===== config.mk =====
export PLATFORM = sky130hd
export DESIGN_NAME = mac_column_ctrl
export DESIGN_NICKNAME = d
export VERILOG_FILES = /design/src/rtl/mac_column_ctrl.sv
export SDC_FILE = /design/constraint.sdc
export NUM_CORES = 1
export LEC_CHECK = 0
export ABC_CLOCK_PERIOD_IN_PS = 9300
export CORE_ASPECT_RATIO = 2
export CORE_MARGIN = 2
export CORE_UTILIZATION = 35
export DETAILED_ROUTE_END_ITERATION = 10
export GPL_TIMING_DRIVEN = 1
export PLACE_DENSITY_LB_ADDON = 0.08
export SYNTH_ARGS = -nofsm -noshare
export SYNTH_HDL_FRONTEND = slang
export SYNTH_SLANG_ARGS = --single-unit

===== constraint.sdc =====
create_clock -name i_clk -period 9.3 [get_ports i_clk]
set_input_delay 1.395 -clock i_clk [delete_from_list [all_inputs] [get_ports i_clk]]
set_output_delay 1.395 -clock i_clk [all_outputs]
set_load 0.05 [all_outputs]

===== src/rtl/mac_column_ctrl.sv =====
// Sequencer for one signed MAC column: fetches image/weight columns, accumulates
// column psums over the kernel width, emits pixel sums. Optional ReLU: MAC_CTRL_RELU_EN.
module mac_column_ctrl #(
  parameter int DATA_WIDTH       = 8,
  parameter int COLUMN_NUM       = 6,
  parameter int COLUMN_OUT_WIDTH = 2*DATA_WIDTH+3,
  parameter int KERNEL_COLS      = 6,
  parameter int ACC_WIDTH        = COLUMN_OUT_WIDTH+3,
  parameter int ADDR_WIDTH       = 8
) (
  input  logic                             i_clk,
  input  logic                             i_rst,
  input  logic                             i_start,
  input  logic [ADDR_WIDTH-1:0]            i_num_out,
  input  logic [ADDR_WIDTH-1:0]            i_img_base,
  input  logic [ADDR_WIDTH-1:0]            i_wgt_base,
  input  logic [ADDR_WIDTH-1:0]            i_stride,
  output logic                             o_busy,
  output logic                             o_done,
  output logic                             o_rd_en,
  output logic [ADDR_WIDTH-1:0]            o_img_addr,
  output logic [ADDR_WIDTH-1:0]            o_wgt_addr,
  input  logic [DATA_WIDTH*COLUMN_NUM-1:0] i_img_column,
  input  logic [DATA_WIDTH*COLUMN_NUM-1:0] i_wgt_column,
  output logic [DATA_WIDTH*COLUMN_NUM-1:0] o_mac_img,
  output logic [DATA_WIDTH*COLUMN_NUM-1:0] o_mac_wgt,
  input  logic [COLUMN_OUT_WIDTH-1:0]      i_psum_column,
  output logic [ACC_WIDTH-1:0]             o_psum,
  output logic                             o_psum_valid,
  input  logic                             i_psum_ready
);

  typedef enum logic [2:0] {IDLE, FETCH, DRAIN, OUT, FINISH} state_t;

  state_t                       state;
  logic [ADDR_WIDTH-1:0]        num_out, wgt_base, stride, pix, row;
  logic [3:0]                   col;
  logic                         drain_cnt;
  logic                         rd_first;
  logic [1:0]                   vld_pipe, first_pipe;
  logic signed [ACC_WIDTH-1:0]  acc, acc_next, psum_ext, psum_out;

  assign psum_ext = {{(ACC_WIDTH-COLUMN_OUT_WIDTH){i_psum_column[COLUMN_OUT_WIDTH-1]}},
                     i_psum_column};

  // The final column lands on the same edge OUT is entered, so o_psum takes acc_next.
  always_comb begin
    acc_next = acc;
    if (vld_pipe[1])
      acc_next = first_pipe[1] ? psum_ext : acc + psum_ext;
  end

`ifdef MAC_CTRL_RELU_EN
  assign psum_out = acc_next[ACC_WIDTH-1] ? '0 : acc_next;
`else
  assign psum_out = acc_next;
`endif

  always_ff @(posedge i_clk or posedge i_rst) begin
    if (i_rst) begin
      state        <= IDLE;
      num_out      <= '0;
      wgt_base     <= '0;
      stride       <= '0;
      pix          <= '0;
      row          <= '0;
      col          <= '0;
      drain_cnt    <= 1'b0;
      rd_first     <= 1'b0;
      o_busy       <= 1'b0;
      o_done       <= 1'b0;
      o_rd_en      <= 1'b0;
      o_img_addr   <= '0;
      o_wgt_addr   <= '0;
      o_psum       <= '0;
      o_psum_valid <= 1'b0;
    end else begin
      case (state)
        IDLE: if (i_start) begin
          num_out  <= i_num_out;
          wgt_base <= i_wgt_base;
          stride   <= i_stride;
          pix      <= '0;
          row      <= i_img_base;
          o_busy   <= 1'b1;
          if (i_num_out == '0) begin
            state  <= FINISH;
            o_done <= 1'b1;
          end else begin
            state      <= FETCH;
            o_rd_en    <= 1'b1;
            rd_first   <= 1'b1;
            col        <= '0;
            o_img_addr <= i_img_base;
            o_wgt_addr <= i_wgt_base;
          end
        end
        FETCH: begin
          rd_first <= 1'b0;
          if (col == 4'(KERNEL_COLS-1)) begin
            state     <= DRAIN;
            o_rd_en   <= 1'b0;
            drain_cnt <= 1'b0;
          end else begin
            col        <= col + 4'd1;
            o_img_addr <= o_img_addr + 1'b1;
            o_wgt_addr <= o_wgt_addr + 1'b1;
          end
        end
        DRAIN: begin
          if (drain_cnt) begin
            state        <= OUT;
            o_psum       <= psum_out;
            o_psum_valid <= 1'b1;
          end
          drain_cnt <= 1'b1;
        end
        OUT: if (i_psum_ready) begin
          o_psum_valid <= 1'b0;
          if (pix == num_out - 1'b1) begin
            state  <= FINISH;
            o_done <= 1'b1;
          end else begin
            state      <= FETCH;
            pix        <= pix + 1'b1;
            row        <= row + stride;
            o_rd_en    <= 1'b1;
            rd_first   <= 1'b1;
            col        <= '0;
            o_img_addr <= row + stride;
            o_wgt_addr <= wgt_base;
          end
        end
        FINISH: begin
          state  <= IDLE;
          o_done <= 1'b0;
          o_busy <= 1'b0;
        end
        default: state <= IDLE;
      endcase
    end
  end

  // Read strobe -> buffer data valid -> MAC result valid.
  always_ff @(posedge i_clk or posedge i_rst) begin
    if (i_rst) begin
      vld_pipe   <= '0;
      first_pipe <= '0;
      o_mac_img  <= '0;
      o_mac_wgt  <= '0;
      acc        <= '0;
    end else begin
      vld_pipe   <= {vld_pipe[0], o_rd_en};
      first_pipe <= {first_pipe[0], rd_first};
      if (vld_pipe[0]) begin
        o_mac_img <= i_img_column;
        o_mac_wgt <= i_wgt_column;
      end
      acc <= acc_next;
    end
  end

endmodule


* Word-level counts from Yosys, hierarchy flattened
Cells that the tools add are included.
** Storage, ports and cells
- Bits in writable memories :: 0
- Register bits :: 213
- ROM bits :: 0
- Input bits :: 151
- Memories :: 0
- Bits in latches :: 0
** Cells by class
- Mux-type cells :: 51
- $mul :: 0
- Add/subtract/negate cells :: 7
- Shifts and indexed selects :: 0
- Eq/ne operators :: 15
- Reduce and logical (&&, ||, !) cells :: 19
- $lt $le $gt $ge :: 0
- Divide/modulo/power cells :: 0
- Bitwise gates (word level) :: 0
** Operator list (count)
- 8-bit two-way mux :: 14
- 8-bit case mux with 3 select lines :: 2
- 22-bit two-way mux :: 2
- 8-bit case mux with 2 select lines :: 2
- 8-bit by 1-bit adder with 8-bit output, second input constant :: 3
- 22-bit by 19-bit adder with 22-bit output :: 1
- 4-bit two-way mux :: 5
- 3-bit two-way mux :: 6
- 2-bit inequality test, second input constant :: 9
- 1-bit two-way mux :: 12
- 3-bit case mux with 4 select lines :: 1
- 4-bit case mux with 3 select lines :: 1
- 6-bit AND reduction :: 2
- 5-bit AND reduction :: 2
- 1-bit case mux with 3 select lines :: 3
- 8-bit adder :: 1
- 8-bit == test :: 1
- 8-bit logical NOT :: 1
- 2-bit AND reduction :: 4
- 4-bit AND reduction :: 2
- 2-bit nonzero test :: 4
- 8-bit by 1-bit subtractor with 8-bit output, second input constant :: 1
- 3-bit by 2-bit == test with 1-bit output, second input constant :: 2
- 1-bit case mux with 2 select lines :: 3
- 7 further kinds :: 8

* Depth between registers and ports, before layout
- Word-level depth :: 5
- Depth in mapped cells :: 11
- Gate-level depth less buffers :: 9

* Least setup slack after synthesis
Ideal clock, no wire load.
- Path kind :: in2reg
- Start point :: in i_psum_column[0]
- End point :: reg o_psum[14]
- Path buffers :: 0
- Cell stages on the path :: 9
- Slack :: 5.478 ns
- Arrival :: 3.697 ns
- Cell sequence :: ha_1 > fa_1 > a211oi_1 > o21bai_1 > a2111oi_0 > nor4_1 > mux2i_1 > or2_2 > mux2_2
** On the way
- Cells in the longest elaborated chain, start to end :: 3
** Ends and longest elaborated chain
- start, declared :: RTL line 27 : input logic [COLUMN_OUT_WIDTH-1:0] i_psum_column,
- 22-bit by 19-bit adder with 22-bit output :: RTL line 50 : acc_next = first_pipe[1] ? psum_ext : acc + psum_ext;
- 22-bit two-way mux :: RTL line 50
- 22-bit two-way mux :: RTL line 49 : if (vld_pipe[1])
- named net acc_next[14] :: RTL line 41 : logic signed [ACC_WIDTH-1:0] acc, acc_next, psum_ext, psum_out;
- end signal, assigned :: RTL line 113 : o_psum <= psum_out;
- end, declared :: RTL line 28 : output logic [ACC_WIDTH-1:0] o_psum,
The timed path passes the listed nets, and every way through them passes these cells.
A chain may end at the register's enable or synchronous reset.

* Worst setup path in the final report
Same ends and word-level chain as after synthesis.

==> metrics.md <==
| Metric | Value |
|---|---|
| Hold Buf Count CTS | 0 |
| Leakage | between 6 and 7 nW |
| Arrival @ worst endpoint | 4.54 ns |
| Final ANT Viol Nets | 0 |
| Cells after Synth | 1034 |
| HP Class | register to register |
| Post-DP HPWL | 24.8 mm |
| CTS buffer count | 23 |
| Crit path kind | input pin to register |
| EDFF count, synth | 0 |
| Die height | 251 um |
| Main flop type after synthesis | dfrtp_1 |
| Clk_skew | roughly 0.025 ns |
| Design Power | 0.00513 W |
| Worst Hold Launch | first_pipe[0] |
| Global route hottest layer | met2 |
| R2R cell count | 9 |
| Period utilization | 0.444 |
| GRT Overall Usage | 0.207 |
| H-tree Lvls | 1 |
| Global-route wire length before repair | between 50 and 60 mm |
| Detailed-route vias per instance | about 5.3 |
| # DRC | 0 |
| Avg Cell Area, Syn | between 10 and 15 um2 |
| Crit. Startpoint | i_psum_column[0] |
| Met3 usage | 0.0250 |
| Netlist cell types | between 60 and 70 |
| Sequential cell area fraction in the yosys report | 0.501 |
| Core Region | 30100 um2 |
| CP peak stage delay | 0.57 ns |
| Post-layout minimum cycle time | 4.13 ns |
| Syn Nets | approximately 1.2k |
| Slowest CP cell | a2111oi_0 |
| Max-slew headroom | 0.360 |
| TritonRoute pass-1 iters | 5 |
| Area Overhead vs Synth | 37.1% |
| Drt first-iter violations | 427 |
| Total die area | around 32000 um2 |
| Final hold violation count | 0 |
| IO Port Bufs | approximately 290 |
| Clk root buf | clkbuf_16 |
| Status | complete, no violations |
| Cell area power density | around 350 nW/um2 |
| Share of layout cells above drive strength 1 | 0.128 |
| Worst vdd ir | ~0.18 mV |
| Number of synthesized register bits | approximately 210 |
| Drt total wl | ~34 mm |
| CTS Buffer Depth | 3 |
| Routability cong. | ~0.86 |
| Cells on Worst Hold Path | 0 |
| Layout Nets | between 1k and 1.5k |
| Vias | 8853 |
| Unrepaired setup endpoints after global routing | no |
| Slew Limit Fails | 0 |
| Worst-path fanout max | 4 |
| Worst setup EP type | register |
| Nature of the critical path startpoint | input pin |
| Initial antenna violation count | 2 |
| Ys async rst share | 1.00 |
| Yosys warns | 0 |
| Num rows | 90 |
| Die width | 127 um |
| IO Pins | around 290 |
| Vias in the first global route | a little over 9k |
| Worst-path clk slew | 0.06 ns |
| DR WL/cell | between 15 and 20 um |
| Clk sink count | 213 |
| CTS tree | yes |
| Fmax | between 0.2 and 0.25 GHz |
| # resized after CTS | 0 |
| Final setup vio count | 0 |
| Initial Util | 0.354 |
| CP Cell Sequence | clkdlybuf4s50_1 > ha_1 > fa_1 > a211oi_1 > o21bai_1 > a2111oi_0 > nor4_1 > mux2i_1 > or2_2 > mux2_2 |
| R2r startpoint | num_out[0] |
| Worst-Margin Slew | 0.960 ns |
| Post-CTS Setup Inserts | 0 |
| Synthesized area | ~11000 um2 |
| Grt total ovfl | 0 |
| Clk_lat worst skew | 0.53 ns |
| Grt met1 use | 0.205 |
| GRT met2 Usage | 0.415 |
| Max Cap Violations | 0 |
| Setup_tns | 0 ns |
| Pin count of the biggest net entering global routing | a little over 100 |
| Req. time, crit path | ~9.7 ns |
==> cell families after synthesis <==
| family | synth area share |
|---|---|
| compound gates | 0.140 |
| xor+xnor | 0.0288 |
| fa+ha+maj | 0.0437 |
| buf+inv | 0.0297 |
| flops | 0.501 |
| mux | 0.124 |
| simple gates | 0.133 |
==> critical path, delay by kind of cell <==
family                     cells  cell delay (ns)
AOI/OAI and AO/OA              3             1.11
adders and majority gates      2             0.69
buffers and inverters          1             0.43
muxes                          2             0.42
and+or+nand+nor                2             0.50
==> final cells by class <==
cell class | instances | area [um2]
multi-input combinational | 745 | 5000
tap | 368 | 460
sequential | 213 | 5330
clock inverter | 7 | 92.6
clock buffer | 31 | 656
timing repair buffer | 298 | 2960
fill | 2849 | 15500
antenna | 2 | 5.00
inverter | 22 | 90.1
==> registers in the layout, summed over array words and instances (netlist names), 2 cells and up <==
signal	count
o_psum	22
vld_pipe	2
o_mac_img	48
col	4
stride	8
row	8
o_img_addr	8
o_mac_wgt	48
acc	22
wgt_base	8
pix	8
first_pipe	2
state	3
num_out	8
o_wgt_addr	8
==> power breakdown <==
part,internal [W],leakage [nW],total [W],switching (W)
registers,0.00124,2.54,0.00149,0.000249
clock network,0.000547,0.372,0.000934,0.000386
logic,0.00103,3.29,0.00271,0.00168
==> per-layer routing <==
layer  wire length, um  vias to the layer above  part of all wire
li1                  -                     4212                 -
met1             11300                     4345              0.34
met2             19800                      233              0.59
met3              1300                       63             0.039
met4              1260                        0             0.037
met5                 0                        -                 0
==> cells in the mapped netlist (7+ instances only) <==
library cell / instances / area share
nand4_1: 9 / 0.0053
mux2_2: 109 / 0.12
dfrtp_1: 213 / 0.50
a21o_1: 18 / 0.013
nand3_1: 25 / 0.012
xor2_1: 16 / 0.013
a21oi_1: 56 / 0.026
o21ai_1: 8 / 0.0038
a31oi_1: 19 / 0.011
o21ai_0: 55 / 0.026
clkbuf_1: 35 / 0.012
buf_1: 9 / 0.0032
o31ai_1: 10 / 0.0071
mux2i_1: 8 / 0.0075
nand2_1: 158 / 0.056
o22ai_1: 9 / 0.0053
and3_1: 9 / 0.0053
nor2_1: 74 / 0.026
nor3_1: 14 / 0.0066
ha_1: 34 / 0.040
a211oi_1: 7 / 0.0049
xnor2_1: 19 / 0.016
inv_1: 20 / 0.0071
buf_2: 7 / 0.0033
==> cell usage in the layout (no fill, tap or decap), types with 3 or more instances in the layout <==
cell	instances
a211o_1	3
o22ai_1	9
or3_1	5
a21o_1	18
a221o_1	4
nand4_1	9
mux2i_1	8
clkdlybuf4s50_1	288
clkbuf_1	3
nand2_1	158
nor2b_1	4
clkbuf_16	23
or2_2	3
a31oi_1	19
o21ai_1	8
nand3_1	25
nor2_1	73
and3_1	9
o21a_1	3
inv_1	19
o21ai_0	55
dfrtp_1	212
clkbuf_8	5
clkinv_2	3
a211oi_1	7
o221ai_1	3
a22oi_1	3
o211ai_1	6
nor4_1	6
o21bai_1	4
o31ai_1	10
nor3_1	14
xnor2_1	19
ha_1	34
xor2_1	16
a21oi_1	56
mux2_2	109
a22o_1	3
nand2b_1	6
buf_4	10
==> stage by stage <==
step	area [um2]	std cells	hold WS, ns	utilization	setup WS (ns)
floorplan	10600	1034	0.331	-	2.08
global placement	13800	1646	0.338	0.460	4.64
detailed placement	13800	1646	0.346	0.460	4.64
CTS	14600	1684	0.362	0.485	5.21
global route	14600	1686	0.364	0.485	4.93
finish	14600	1686	0.357	0.485	5.17
==> path summary, 6_finish.rpt <==
check	endpoint	slack (ns)
worst min register to register	first_pipe[1]	0.36
min in group asynchronous	o_img_addr[0]	1.42
worst max-delay path	o_psum[14]	5.17
max in group asynchronous	o_psum[9]	6.53
worst min-delay path	first_pipe[1]	0.36
worst max register to register	o_wgt_addr[5]	6.01
(Power assumes the default switching activity.)
